## src/rtl/hazard_ctrl_pkg.sv

```systemverilog
// Shared definitions for the hazard controller, decode and forwarding logic:
// FSM encoding, instruction field positions and the NOP encoding.
package hazard_ctrl_pkg;

    typedef enum logic [1:0] {
        ST_IDLE   = 2'd0,
        ST_LSTALL = 2'd1,
        ST_FLUSH  = 2'd2
    } hz_state_e;

    typedef logic [3:0] reg_idx_t;

    localparam int INST_W = 16;
    localparam int RS_HI  = 7;
    localparam int RS_LO  = 4;
    localparam int RT_HI  = 3;
    localparam int RT_LO  = 0;
    localparam int RD_HI  = 11;
    localparam int RD_LO  = 8;

    localparam logic [INST_W-1:0] NOP_INST = 16'h0000;

endpackage

```

## src/rtl/hazard_ctrl_if.sv

```systemverilog
// Pipeline-side bundle of the hazard controller: decode/EX observations in,
// stall/flush/bubble controls and the perf counter out.
interface hazard_ctrl_if #(
    parameter int CNT_W = 16
);
    logic [15:0]      inst_curr_IDIF;
    logic             uses_rs_idif;
    logic             uses_rt_idif;
    logic [15:0]      inst_curr_IDEX;
    logic             lw_idex;
    logic             rf_wen_idex;
    logic             branch_taken_ex;
    logic             jal_idex;
    logic             jr_idex;

    logic             pc_stall;
    logic             ifid_stall;
    logic             ifid_flush;
    logic             idex_stall;
    logic             busy;
    logic [CNT_W-1:0] stall_cnt;

    modport master (
        output inst_curr_IDIF, uses_rs_idif, uses_rt_idif, inst_curr_IDEX,
               lw_idex, rf_wen_idex, branch_taken_ex, jal_idex, jr_idex,
        input  pc_stall, ifid_stall, ifid_flush, idex_stall, busy, stall_cnt
    );

    modport slave (
        input  inst_curr_IDIF, uses_rs_idif, uses_rt_idif, inst_curr_IDEX,
               lw_idex, rf_wen_idex, branch_taken_ex, jal_idex, jr_idex,
        output pc_stall, ifid_stall, ifid_flush, idex_stall, busy, stall_cnt
    );
endinterface

```

## src/rtl/hazard_ctrl_cmp.sv

```systemverilog
// Combinational load-use comparator: a load in ID/EX whose destination is a
// source read by the instruction in decode. Shared with the forwarding unit.
module hazard_cmp
    import hazard_ctrl_pkg::*;
(
    input  logic [INST_W-1:0] inst_idif,
    input  logic              uses_rs,
    input  logic              uses_rt,
    input  logic [INST_W-1:0] inst_idex,
    input  logic              lw,
    input  logic              rf_wen,
    output logic              hz
);
    reg_idx_t rs;
    reg_idx_t rt;
    reg_idx_t dst;
    logic     unused_fields;

    assign rs  = inst_idif[RS_HI:RS_LO];
    assign rt  = inst_idif[RT_HI:RT_LO];
    assign dst = inst_idex[RD_HI:RD_LO];

    // R0 reads as zero, so a load targeting it never creates a dependency.
    assign hz = lw & rf_wen & (dst != 4'd0) &
                ((uses_rs & (rs == dst)) | (uses_rt & (rt == dst)));

    assign unused_fields = ^{inst_idif[INST_W-1:RS_HI+1],
                             inst_idex[INST_W-1:RD_HI+1],
                             inst_idex[RD_LO-1:0]};
endmodule

```

## src/rtl/hazard_ctrl.sv

```systemverilog
// Pipeline hazard controller: load-use stall and redirect flush sequencing,
// plus a saturating count of stall/flush cycles for performance debug.
module hazard_ctrl
    import hazard_ctrl_pkg::*;
#(
    parameter int LOAD_STALL_CYCLES = 1,
    parameter int FLUSH_CYCLES      = 2,
    parameter int CNT_W             = 16
) (
    input  logic         clk,
    input  logic         rst_n,
    hazard_ctrl_if.slave bus
);
    localparam logic [1:0] LSTALL_REM = 2'(LOAD_STALL_CYCLES - 1);
    localparam logic [1:0] FLUSH_REM  = 2'(FLUSH_CYCLES - 1);

    hz_state_e        state_q;
    hz_state_e        state_d;
    logic [1:0]       rem_q;
    logic [1:0]       rem_d;
    logic             armed_q;
    logic [CNT_W-1:0] cnt_q;
    logic             hz_raw;
    logic             hz;
    logic             redir;
    logic             do_stall;
    logic             do_flush;

    function automatic logic [CNT_W-1:0] sat_inc(input logic [CNT_W-1:0] v);
        return (&v) ? v : v + 1'b1;
    endfunction

    hazard_cmp u_cmp (
        .inst_idif (bus.inst_curr_IDIF),
        .uses_rs   (bus.uses_rs_idif),
        .uses_rt   (bus.uses_rt_idif),
        .inst_idex (bus.inst_curr_IDEX),
        .lw        (bus.lw_idex),
        .rf_wen    (bus.rf_wen_idex),
        .hz        (hz_raw)
    );

    // Inputs are ignored on the first cycle after reset release so that all
    // controls stay low until the pipeline registers hold valid contents.
    assign hz    = hz_raw & armed_q;
    assign redir = (bus.branch_taken_ex | bus.jal_idex | bus.jr_idex) & armed_q;

    always_ff @(posedge clk or negedge rst_n) begin
        if (!rst_n) begin
            state_q <= ST_IDLE;
            rem_q   <= 2'd0;
            armed_q <= 1'b0;
            cnt_q   <= '0;
        end else begin
            state_q <= state_d;
            rem_q   <= rem_d;
            armed_q <= 1'b1;
            if (do_stall | do_flush)
                cnt_q <= sat_inc(cnt_q);
        end
    end

    always_comb begin
        state_d  = state_q;
        rem_d    = rem_q;
        do_stall = 1'b0;
        do_flush = 1'b0;
        unique case (state_q)
            ST_IDLE: begin
                if (redir) begin
                    do_flush = 1'b1;
                    if (FLUSH_CYCLES > 1) begin
                        state_d = ST_FLUSH;
                        rem_d   = FLUSH_REM;
                    end
                end else if (hz) begin
                    do_stall = 1'b1;
                    if (LOAD_STALL_CYCLES > 1) begin
                        state_d = ST_LSTALL;
                        rem_d   = LSTALL_REM;
                    end
                end
            end
            ST_LSTALL: begin
                if (redir) begin
                    do_flush = 1'b1;
                    state_d  = (FLUSH_CYCLES > 1) ? ST_FLUSH : ST_IDLE;
                    rem_d    = (FLUSH_CYCLES > 1) ? FLUSH_REM : 2'd0;
                end else begin
                    do_stall = 1'b1;
                    if (rem_q <= 2'd1) begin
                        state_d = ST_IDLE;
                        rem_d   = 2'd0;
                    end else begin
                        rem_d = rem_q - 2'd1;
                    end
                end
            end
            ST_FLUSH: begin
                // The decode instruction is being discarded, so hz is moot here.
                do_flush = 1'b1;
                if (redir) begin
                    rem_d = FLUSH_REM;
                end else if (rem_q <= 2'd1) begin
                    state_d = ST_IDLE;
                    rem_d   = 2'd0;
                end else begin
                    rem_d = rem_q - 2'd1;
                end
            end
            default: begin
                state_d = ST_IDLE;
                rem_d   = 2'd0;
            end
        endcase
    end

    assign bus.pc_stall   = do_stall;
    assign bus.ifid_stall = do_stall & ~do_flush;
    assign bus.ifid_flush = do_flush;
    assign bus.idex_stall = do_stall | do_flush;
    assign bus.busy       = (state_q != ST_IDLE);
    assign bus.stall_cnt  = cnt_q;
endmodule

```

## src/flat_wrapper.sv

```systemverilog
// flat-port wrapper written by rule: the top's interface ports become plain ports
module hazard_ctrl_flat import hazard_ctrl_pkg::*;
#(
    parameter int LOAD_STALL_CYCLES = 1,
    parameter int FLUSH_CYCLES      = 2,
    parameter int CNT_W             = 16
)
  (clk, rst_n, bus_inst_curr_IDIF, bus_uses_rs_idif, bus_uses_rt_idif, bus_inst_curr_IDEX, bus_lw_idex, bus_rf_wen_idex, bus_branch_taken_ex, bus_jal_idex, bus_jr_idex, bus_pc_stall, bus_ifid_stall, bus_ifid_flush, bus_idex_stall, bus_busy, bus_stall_cnt);
  hazard_ctrl_if #(.CNT_W(CNT_W)) bus_i ();
  input  logic clk;
  input  logic rst_n;
  input wire logic [$bits(bus_i.inst_curr_IDIF)-1:0] bus_inst_curr_IDIF;
  input wire logic [$bits(bus_i.uses_rs_idif)-1:0] bus_uses_rs_idif;
  input wire logic [$bits(bus_i.uses_rt_idif)-1:0] bus_uses_rt_idif;
  input wire logic [$bits(bus_i.inst_curr_IDEX)-1:0] bus_inst_curr_IDEX;
  input wire logic [$bits(bus_i.lw_idex)-1:0] bus_lw_idex;
  input wire logic [$bits(bus_i.rf_wen_idex)-1:0] bus_rf_wen_idex;
  input wire logic [$bits(bus_i.branch_taken_ex)-1:0] bus_branch_taken_ex;
  input wire logic [$bits(bus_i.jal_idex)-1:0] bus_jal_idex;
  input wire logic [$bits(bus_i.jr_idex)-1:0] bus_jr_idex;
  output wire logic [$bits(bus_i.pc_stall)-1:0] bus_pc_stall;
  output wire logic [$bits(bus_i.ifid_stall)-1:0] bus_ifid_stall;
  output wire logic [$bits(bus_i.ifid_flush)-1:0] bus_ifid_flush;
  output wire logic [$bits(bus_i.idex_stall)-1:0] bus_idex_stall;
  output wire logic [$bits(bus_i.busy)-1:0] bus_busy;
  output wire logic [$bits(bus_i.stall_cnt)-1:0] bus_stall_cnt;
  assign bus_i.inst_curr_IDIF = bus_inst_curr_IDIF;
  assign bus_i.uses_rs_idif = bus_uses_rs_idif;
  assign bus_i.uses_rt_idif = bus_uses_rt_idif;
  assign bus_i.inst_curr_IDEX = bus_inst_curr_IDEX;
  assign bus_i.lw_idex = bus_lw_idex;
  assign bus_i.rf_wen_idex = bus_rf_wen_idex;
  assign bus_i.branch_taken_ex = bus_branch_taken_ex;
  assign bus_i.jal_idex = bus_jal_idex;
  assign bus_i.jr_idex = bus_jr_idex;
  assign bus_pc_stall = bus_i.pc_stall;
  assign bus_ifid_stall = bus_i.ifid_stall;
  assign bus_ifid_flush = bus_i.ifid_flush;
  assign bus_idex_stall = bus_i.idex_stall;
  assign bus_busy = bus_i.busy;
  assign bus_stall_cnt = bus_i.stall_cnt;
  hazard_ctrl #(.LOAD_STALL_CYCLES(LOAD_STALL_CYCLES), .FLUSH_CYCLES(FLUSH_CYCLES), .CNT_W(CNT_W)) u_core (.clk(clk), .rst_n(rst_n), .bus(bus_i));
endmodule
```

## config.mk

```make
export PLATFORM = sky130hd
export DESIGN_NAME = hazard_ctrl_flat
export DESIGN_NICKNAME = d
export VERILOG_FILES = /design/src/rtl/hazard_ctrl_pkg.sv /design/src/rtl/hazard_ctrl_if.sv /design/src/rtl/hazard_ctrl_cmp.sv /design/src/rtl/hazard_ctrl.sv /design/src/flat_wrapper.sv
export SDC_FILE = /design/constraint.sdc
export NUM_CORES = 1
export LEC_CHECK = 0
export CAP_MARGIN = 20
export CORE_UTILIZATION = 40
export DETAILED_ROUTE_END_ITERATION = 12
export PLACE_DENSITY_LB_ADDON = 0.1
export SLEW_MARGIN = 15
export SYNTH_ARGS = -nofsm -noshare
export SYNTH_HDL_FRONTEND = slang
export SYNTH_SLANG_ARGS = --single-unit
```

## constraint.sdc

```tcl
create_clock -name clk -period 2.5 [get_ports clk]
set_clock_uncertainty 0.15 [all_clocks]
set_input_delay 0.25 -clock clk [delete_from_list [all_inputs] [get_ports clk]]
set_output_delay 0.25 -clock clk [all_outputs]
set_load 0.1 [all_outputs]
```

==> run summary <==
status: finished with violations
failing checks: DRC
Vias/cell: 5.01
gpl congestion: 0.840
Hold WS: 138 ps
All-Layer GR Usage: 18.1%
Final Cycle Share: 92.8%
area of the mapped netlist: 1260 um^2
# rows: 19
Syn Area/Cell: 10.5 um^2
CP startpoint kind: flop
Fin. Hold Viols: 0
CTS tree: done
Tmin final: 2320 ps
yosys warns: 0
Die Ht: 58.0 um
number of global-route vias before repair: 1,008
FF/Latch Area: 532 um^2
number of diodes: 0
DRT Pass-1 Iters: 8
Routed Wire Length: 2670 um
Placed Cells incl. Taps: 205
Worst-path clk slew: 110 ps
Sink Count: 21
Util after Layout: 62.2%
dpl hpwl: 2200 um
placed inst area: 1750 um^2
H-tree Lvls: 1
crit path DAT: 1920 ps
Yosys reg bits: 21
# DRC: 3
Post-Syn Nets: 166
power per cell area: 1040 nW/um^2
1st-iter DRT viols: 34
cell area after layout: 1790 um^2
Clock Path Buffers: 2
Fill cells: 255
nets: 214
leakage: 0.783 nW
Die X: 58.0 um
CP Class: reg2out
max-cap violation count: 0
Vias: 1,048
layout overhead on the synthesized area: 42.5%
synth unique cells: 35
Max VDD drop: 1290 uV
clock buffer count from CTS: 3
sequential-to-total area share from yosys stat: 41.8%
IO Pins: 62
RSZ-0062 raised after global routing: no
total congestion overflow: 0
overall die area: 3370 um^2
initial antenna violation count: 0
Initial Util: 43.7%
TNS Setup: 0 ps
core area: 2880 um^2
first-pass GRT wire length: 4660 um
# setup viols final: 0
Final Slew Violations: 0
Setup WS pre-CTS: 115 ps
hold buffer count at cts: 0
Hold Path Class: in2async
WL/cell: 12.8 um
CP endpoint kind: primary output
final worst-path setup slack: 180 ps
Non-Filler Instances: 209
Clock Tree Root: clkbuf_4
ANT nets after route: 0
Synth Instances: 120
area of the multi-input gates: 727 um^2
largest net degree at the start of global routing: 22
CP Max Fanout: 7
layout cell share with drive strength beyond 1: 31.1%
FMAX: 0.431 GHz
Crit path required time: 2100 ps
total power: 1.87 mW
clk_lat worst skew: 290 ps
number of port buffers: 41
[cell usage after synthesis, drive strengths merged]
master   n  area share [%]
a21boi   1            0.60
nand4    7             4.7
dfrtp   21              42
ha       5             5.0
xnor2   16              12
xor2     7             4.9
nand2   13             4.1
inv      4             1.2
mux2     1            0.90
a21oi    5             3.2
a22oi    1            0.60
buf      2             1.3
o21ai    4             1.9
nand3b   1            0.90
o22ai    1            0.50
nor4     3             1.5
and2     1            0.50
conb     1            0.30
o221a    1            0.90
nor3     2             1.6
or3      1            0.90
mux2i    1            0.80
and3     6             3.0
nand2b   1            0.50
nor2     4             1.2
nand3   10             5.6
[critical path: stages (launching register included)]
cell,delay [ps]
dfrtp_1,420
inv_1,220
ha_4,220
nand4_1,100
nor3_2,140
o21ai_2,130
a21oi_2,200
buf_12,190
[kinds of logic (layout without fill, tap and decap cells)]
family / count (synthesis) / after routing / share of synthesized area [%]
AO/OA/AOI/OAI: 13 / 13 / 7.67
XOR/XNOR: 23 / 23 / 16.6
adder cells (fa/ha/maj): 5 / 5 / 4.98
buffers and inverters: 6 / 53 / 2.49
flip-flops: 21 / 21 / 41.8
multiplexers: 2 / 2 / 1.69
other: 1 / 1 / 0.299
AND/OR/NAND/NOR: 49 / 49 / 24.4
[cell usage in the layout (no fill, tap or decap), drive strengths merged]
cell / netlist / routed
or3: 1 / 1
o221a: 1 / 1
ha: 5 / 5
dfrtp: 21 / 21
nand4: 7 / 7
xor2: 7 / 7
a21oi: 5 / 5
clkbuf: 0 / 4
nand3b: 1 / 1
clkdlybuf4s50: 0 / 20
nand2: 13 / 13
and2: 1 / 1
nor2: 4 / 4
and3: 6 / 6
buf: 2 / 25
inv: 4 / 4
nor4: 3 / 3
o21ai: 4 / 4
a21boi: 1 / 1
nor3: 2 / 2
mux2i: 1 / 1
mux2: 1 / 1
nand3: 10 / 10
o22ai: 1 / 1
conb: 1 / 1
a22oi: 1 / 1
xnor2: 16 / 16
nand2b: 1 / 1
[where the power goes]
part	switching, mW	internal (mW)	total [mW]
registers	0.0825	0.420	0.503
clock network	0.0954	0.0621	0.157
logic	0.846	0.360	1.21
[registers in the layout, indices dropped and copies added, names as in the netlist]
| signal | cells |
|---|---|
| u_core.bus.stall_cnt | 16 |
| u_core.rem_q | 2 |
| u_core.state_q | 2 |
| u_core.armed_q | 1 |
[what timing repair did]
| action | 4_1_cts | 5_1_grt |
|---|---|---|
| resized for setup | 0 | 2 |
| buffers inserted | 0 | 0 |
| setup endpoints to repair | 0 | 3 |
[layer usage]
metal	GRT usage [%]	vias to the layer above	routed length, um
met3	4.02	4	105
li1	-	513	-
met5	0	-	0
met2	30.4	27	1340
met1	24.1	504	1200
met4	3.74	0	19
[worst paths after layout]
check	end	cells after the start	slack, ps	from
worst max-delay path	bus_ifid_stall	7	180	u_core.state_q[1]$_DFFE_PN0P_
worst min-delay path	u_core.rem_q[1]$_DFFE_PN0P_	2	140	rst_n
worst max register to register	u_core.bus.stall_cnt[8]$_DFFE_PN0P_	9	370	u_core.state_q[1]$_DFFE_PN0P_
worst min register to register	u_core.bus.stall_cnt[11]$_DFFE_PN0P_	1	350	u_core.bus.stall_cnt[11]$_DFFE_PN0P_
max in group asynchronous	u_core.bus.stall_cnt[4]$_DFFE_PN0P_	2	1840	rst_n
min in group clk	u_core.bus.stall_cnt[11]$_DFFE_PN0P_	1	350	u_core.bus.stall_cnt[11]$_DFFE_PN0P_
[layout make-up]
class / count / area share, %
Clock buffer: 4 / 1.47
Tap cell: 42 / 2.94
Multi-Input combinational cell: 93 / 40.6
Inverter: 4 / 0.839
Timing Repair Buffer: 45 / 24.5
Sequential cell: 21 / 29.7
No activity file was read; power rests on OpenSTA's default activity.
